$ cat src/rtl/ps2_pkg.sv
// Shared types and constants for the PS/2 host transmitter.
package ps2_pkg;

    typedef enum logic [2:0] {
        IDLE,
        INHIBIT,
        REQ,
        BITS,
        ACK,
        WAIT_REL
    } ps2_state_e;

    localparam logic [7:0] PS2_CMD_SET_LED = 8'hED;
    localparam logic [7:0] PS2_CMD_ENABLE  = 8'hF4;
    localparam logic [7:0] PS2_CMD_RESET   = 8'hFF;

    function automatic logic odd_parity(input logic [7:0] d);
        return ~^d;
    endfunction

endpackage

$ cat src/rtl/ps2_line_sync.sv
// Two-flop synchronizer for one PS/2 line plus falling-edge detect.
module ps2_line_sync (
    input  logic clk,
    input  logic rst,
    input  logic din,
    output logic sync_o,
    output logic fall_o
);

    logic meta_q, meta_d;
    logic sync_q, sync_d;
    logic prev_q, prev_d;

    always_comb begin
        meta_d = din;
        sync_d = meta_q;
        prev_d = sync_q;
    end

    // Idle bus level is high, so reset to 1 to avoid a false edge on release.
    always_ff @(posedge clk or negedge rst) begin
        if (!rst) begin
            meta_q <= 1'b1;
            sync_q <= 1'b1;
            prev_q <= 1'b1;
        end else begin
            meta_q <= meta_d;
            sync_q <= sync_d;
            prev_q <= prev_d;
        end
    end

    assign sync_o = sync_q;
    assign fall_o = prev_q & ~sync_q;

endmodule

$ cat src/rtl/ps2_host_tx.sv
// PS/2 host-to-device command transmitter (inhibit, request, 11-bit frame, ACK).
// Define PS2_TX_ACK_CHECK_EN to turn a missing device ACK into an err pulse.
module ps2_host_tx
    import ps2_pkg::*;
#(
    parameter int INHIBIT_CYC = 12000,
    parameter int TIMEOUT_CYC = 2000000
) (
    input  logic       clk,
    input  logic       rst,
    input  logic       ps2_clk_in,
    input  logic       ps2_data_in,
    output logic       ps2_clk_oe,
    output logic       ps2_data_oe,
    input  logic [7:0] tx_data,
    input  logic       tx_valid,
    output logic       tx_ready,
    output logic       busy,
    output logic       done,
    output logic       err
);

    localparam int IW = $clog2(INHIBIT_CYC + 1);
    localparam int TW = $clog2(TIMEOUT_CYC + 1);

    logic clk_sync, clk_fall, data_sync, data_fall_unused;

    ps2_line_sync u_clk_sync (
        .clk    (clk),
        .rst    (rst),
        .din    (ps2_clk_in),
        .sync_o (clk_sync),
        .fall_o (clk_fall)
    );

    ps2_line_sync u_data_sync (
        .clk    (clk),
        .rst    (rst),
        .din    (ps2_data_in),
        .sync_o (data_sync),
        .fall_o (data_fall_unused)
    );

    ps2_state_e    state_q, state_d;
    logic [7:0]    data_q, data_d;
    logic          par_q, par_d;
    logic [3:0]    bit_cnt_q, bit_cnt_d;
    logic          drv_q, drv_d;
    logic [IW-1:0] inh_cnt_q, inh_cnt_d;
    logic [TW-1:0] tmo_cnt_q, tmo_cnt_d;
`ifdef PS2_TX_ACK_CHECK_EN
    logic          ack_q, ack_d;
`endif

    logic counting, timeout, inh_last;

    always_comb begin
        state_d   = state_q;
        data_d    = data_q;
        par_d     = par_q;
        bit_cnt_d = bit_cnt_q;
        drv_d     = drv_q;
        inh_cnt_d = inh_cnt_q;
        tmo_cnt_d = tmo_cnt_q;
`ifdef PS2_TX_ACK_CHECK_EN
        ack_d     = ack_q;
`endif
        tx_ready    = 1'b0;
        busy        = 1'b1;
        ps2_clk_oe  = 1'b0;
        ps2_data_oe = 1'b0;
        done        = 1'b0;
        err         = 1'b0;

        counting = (state_q == REQ) || (state_q == BITS) ||
                   (state_q == ACK) || (state_q == WAIT_REL);
        timeout  = (tmo_cnt_q == TW'(TIMEOUT_CYC));
        inh_last = (inh_cnt_q == IW'(INHIBIT_CYC - 1));

        if (counting)
            tmo_cnt_d = clk_fall ? '0 : tmo_cnt_q + TW'(1);

        case (state_q)
            IDLE: begin
                tx_ready = 1'b1;
                busy     = 1'b0;
                if (tx_valid) begin
                    data_d    = tx_data;
                    par_d     = odd_parity(tx_data);
                    inh_cnt_d = '0;
                    state_d   = INHIBIT;
                end
            end
            INHIBIT: begin
                ps2_clk_oe  = 1'b1;
                ps2_data_oe = inh_last;
                inh_cnt_d   = inh_cnt_q + IW'(1);
                if (inh_last) begin
                    tmo_cnt_d = '0;
                    bit_cnt_d = '0;
                    state_d   = REQ;
                end
            end
            REQ, BITS: begin
                ps2_data_oe = (state_q == REQ) ? 1'b1 : drv_q;
                // bit_cnt_q holds edges already seen: 0-7 data, 8 parity, 9 stop
                if (clk_fall) begin
                    if (bit_cnt_q < 4'd8)
                        drv_d = ~data_q[bit_cnt_q[2:0]];
                    else if (bit_cnt_q == 4'd8)
                        drv_d = ~par_q;
                    else
                        drv_d = 1'b0;
                    bit_cnt_d = (bit_cnt_q == 4'hF) ? bit_cnt_q : bit_cnt_q + 4'd1;
                    if (state_q == REQ)
                        state_d = BITS;
                    else if (bit_cnt_q == 4'd9)
                        state_d = ACK;
                end
            end
            ACK: begin
                if (clk_fall) begin
`ifdef PS2_TX_ACK_CHECK_EN
                    ack_d = ~data_sync;
`endif
                    state_d = WAIT_REL;
                end
            end
            WAIT_REL: begin
                if (clk_sync && data_sync) begin
`ifdef PS2_TX_ACK_CHECK_EN
                    done = ack_q;
                    err  = ~ack_q;
`else
                    done = 1'b1;
`endif
                    state_d = IDLE;
                end
            end
            default: state_d = IDLE;
        endcase

        // Timeout overrides everything: lines released, err only.
        if (counting && timeout) begin
            ps2_clk_oe  = 1'b0;
            ps2_data_oe = 1'b0;
            done        = 1'b0;
            err         = 1'b1;
            tmo_cnt_d   = '0;
            state_d     = IDLE;
        end
    end

    always_ff @(posedge clk or negedge rst) begin
        if (!rst) begin
            state_q   <= IDLE;
            data_q    <= '0;
            par_q     <= 1'b0;
            bit_cnt_q <= '0;
            drv_q     <= 1'b0;
            inh_cnt_q <= '0;
            tmo_cnt_q <= '0;
`ifdef PS2_TX_ACK_CHECK_EN
            ack_q     <= 1'b0;
`endif
        end else begin
            state_q   <= state_d;
            data_q    <= data_d;
            par_q     <= par_d;
            bit_cnt_q <= bit_cnt_d;
            drv_q     <= drv_d;
            inh_cnt_q <= inh_cnt_d;
            tmo_cnt_q <= tmo_cnt_d;
`ifdef PS2_TX_ACK_CHECK_EN
            ack_q     <= ack_d;
`endif
        end
    end

endmodule

$ cat config.mk
export PLATFORM = sky130hd
export DESIGN_NAME = ps2_host_tx
export DESIGN_NICKNAME = d
export VERILOG_FILES = /design/src/rtl/ps2_pkg.sv /design/src/rtl/ps2_line_sync.sv /design/src/rtl/ps2_host_tx.sv
export SDC_FILE = /design/constraint.sdc
export NUM_CORES = 1
export LEC_CHECK = 0
export ABC_AREA = 1
export BUFFER_PORTS_ARGS = -buffer_cell sky130_fd_sc_hd__buf_2
export CORE_ASPECT_RATIO = 2
export CORE_MARGIN = 2
export CORE_UTILIZATION = 45
export DETAILED_ROUTE_END_ITERATION = 10
export GPL_TIMING_DRIVEN = 0
export PLACE_DENSITY = 0.65
export SLEW_MARGIN = 20
export SYNTH_ARGS = -nofsm -noshare
export SYNTH_HDL_FRONTEND = slang
export SYNTH_HIERARCHICAL = 1
export SYNTH_SLANG_ARGS = --single-unit
export TNS_END_PERCENT = 1
$ cat constraint.sdc
create_clock -name clk -period 1.75 [get_ports clk]
set_clock_uncertainty 0.15 [all_clocks]
set_input_delay 0.0875 -clock clk [delete_from_list [all_inputs] [get_ports clk]]
set_output_delay 0.0875 -clock clk [all_outputs]
set_load 0.05 [all_outputs]
==> run metrics <==
post-route clock period utilization 108.8%; H-Tree Level Count 3; Worst Reg-to-Reg Cells 10; r2r endpoint tmo_cnt_q[11]$_DFF_PN0_; area of the die 8209 µm²; TritonCTS Buffers 9; routability congestion estimate 0.9228; clock tree from TritonCTS yes; final wirelength 8825 µm; effective utilization at floorplan 46.19%; number of max-slew violations in the final report 0; Die Ht 126.1 µm; number of port buffers 18; standard cell with the maximum stage delay on the critical path dfrtp_1; cell mode on critical path nand2_1; sequential cell area 1440 µm²; Placement Rows 44; DR pass1 iterations 4; power consumption 6260 µW; Setup WS pre-CTS -0.2962 ns; worst path cell trace ha_4 > nand3_4 > nor2_4 > nand4_1 > nand2_1 > nand2_1 > inv_2 > buf_8; area of the core 7267 µm²; Avg Cell Area, Syn 7.173 µm²; shortest clock period the worst path allows after layout 1.904 ns; startpoint type of the worst setup path flop; Final Hold Fails 0; unrepaired setup endpoints after global routing true; nets@finish 558; worst hold endpoint data_q[2]$_DFFE_PN0P_; number of filler cells placed in the layout 662; routed vias 3325; minimum setup slack among reg-to-reg paths -0.08 ns; number of buffer and inverter stages on the critical path 2; HP Class primary input to flop; Worst VDD drop 0.001226 V; GRT Util Overall 23.20%; antenna-violating nets left 0; signal arrival time at the worst endpoint 1.67 ns; footprint of the multi-input gates 1824 µm²; cell family contributing the most delay on the critical path simple AND/OR/NAND/NOR gates; kind of end point of the critical path primary output; Starting DRT DRC Count 232; Worst Hold Path Cells 5; measured slew at the worst slew-check pin 0.7375 ns; post-synthesis net count 487; power density relative to cell area 1414 nW/µm²; CTS Root Buffer Type clkbuf_16; Fin Setup TNS -0.9228 ns; wire length of the first global-routing pass 14610 µm; reported max-cap violation count 0; maximum fanout along the worst path 3; Slew headroom 50.83%; clock transition at the registers of the reported paths 0.05 ns; run status finished, violations left; die extent in x 65.08 µm; critical path required time 1.51 ns; share of final-layout standard cells stronger than drive strength 1 22.98%; worst slack on hold paths 0.02749 ns; count of clock tree sinks 57; I/O pin count 19; number of standard cells in the final layout excluding fillers 636; vias in the first global route 3242; DRC Markers 0; post-synthesis instance area 3357 µm²; fin worst setup slack -0.1536 ns; Avg WL per Cell 13.88 µm; pin count of the biggest net entering global routing 58; diode count 0; DP Wirelength 6027 µm; dpl cells 578; post-detailed-route via-to-cell ratio 5.228; r2r startpoint inh_cnt_q[0]$_DFFE_PN0P_; instance count of the mapped netlist 468; area growth from synthesis to layout 31.87%; violations in the final reports setup timing; Clock Latency Late Sink 0.33 ns; Max clock buf depth 2; initial antenna violation count 0; Crit Path Category flop to primary output; beginning of the worst hold path tx_valid; peak clock frequency supported by timing 525.3 MHz; delay contributed by the slowest stage of the critical path 0.39 ns; final setup vio count 20; total gr overflow 0; number of warnings printed during yosys synthesis 6; leakage power 0.002056 µW
==> metal layers <==
metal / GRT usage (%) / routed length [µm] / up-vias
met2: 43.30 / 5007 / 76
met3: 4.554 / 254 / 26
met4: 12.99 / 346 / 0
met5: 0 / 0 / -
met1: 22.98 / 3216 / 1571
li1: - / - / 1652
==> where the power goes <==
group	internal, µW	switching, µW	total, µW
clock network	1170	606	1780
registers	1660	336	1990
logic	981	1510	2490
total	3810	2450	6260
==> state kept, by name, summed over array words and instances (netlist names) <==
signal              count
u_data_sync/sync_o      1
u_data_sync/meta_q      1
bit_cnt_q               4
u_clk_sync/sync_o       1
par_q                   1
inh_cnt_q              14
tmo_cnt_q              21
u_clk_sync/prev_q       1
state_q                 3
data_q                  8
u_clk_sync/meta_q       1
drv_q                   1
==> cell usage in the layout (no fill, tap or decap), types with 2 or more instances in the layout <==
master	count
nand2_2	6
nor2_1	54
xnor2_1	6
or2_2	2
nor3_2	5
nor3_4	2
nand2_1	123
nand3_1	32
ha_1	4
o22ai_1	2
nand3_2	3
buf_6	2
clkbuf_8	2
nand4_1	15
inv_1	51
o21ai_1	4
buf_12	2
dfstp_2	5
inv_2	9
nor3_1	10
clkbuf_1	5
nor2_4	7
o21ai_0	26
a21oi_1	15
dfrtp_1	46
nand3_4	3
ha_4	2
clkinv_2	2
nor2_2	9
xor2_1	9
buf_2	13
clkbuf_16	9
buf_4	33
dlygate4sd3_1	11
dfrtp_2	6
==> area by class of cell <==
| class | count | area share, % |
|---|---|---|
| buffer | 5 | 0.5936 |
| clock buffer | 13 | 5.879 |
| clock inverter | 3 | 0.9045 |
| inverter | 62 | 5.314 |
| multi-input combinational | 344 | 41.21 |
| sequential | 57 | 32.53 |
| tap | 92 | 2.600 |
| timing repair buffer | 60 | 10.97 |
==> through the flow <==
stage / instance area [µm²] / utilization (%)
2_1_floorplan: 3367 / -
3_3_place_gp: 3572 / 49.16
3_5_place_dp: 3575 / 49.19
4_1_cts: 4237 / 58.30
5_1_grt: 4427 / 60.92
6_report: 4427 / 60.92
==> repair_timing <==
item | in CTS | in global routing
cloned | 0 | 0
endpoints found under the hold margin | 62 | 0
buffers inserted | 14 | 17
resized for setup | 44 | 15
hold buffers | 11 | 0
setup endpoints to repair | 47 | 48
pin swaps | 9 | 15
==> worst min-delay path, delay by kind of cell <==
family	cells	cell delay (ns)
buf+inv	2	0.18
simple gates	2	0.13
compound gates	1	0.06
==> worst max-delay path by stage <==
stage / from / to / slack (ns) / cells past startpoint
floorplan: state_q[1]$_DFFE_PN0P_ / inh_cnt_q[9]$_DFFE_PN0P_ / -0.06 / 6
detailed placement: inh_cnt_q[0]$_DFFE_PN0P_ / tmo_cnt_q[8]$_DFF_PN0_ / -0.30 / 8
global placement: inh_cnt_q[0]$_DFFE_PN0P_ / tmo_cnt_q[8]$_DFF_PN0_ / -0.25 / 8
CTS: tmo_cnt_q[1]$_DFF_PN0_ / done / -0.17 / 8
finish: inh_cnt_q[0]$_DFFE_PN0P_ / ps2_data_oe / -0.15 / 8
global route: tmo_cnt_q[1]$_DFF_PN0_ / ps2_data_oe / -0.25 / 8
Note: power is estimated with default switching activity, not from simulation.
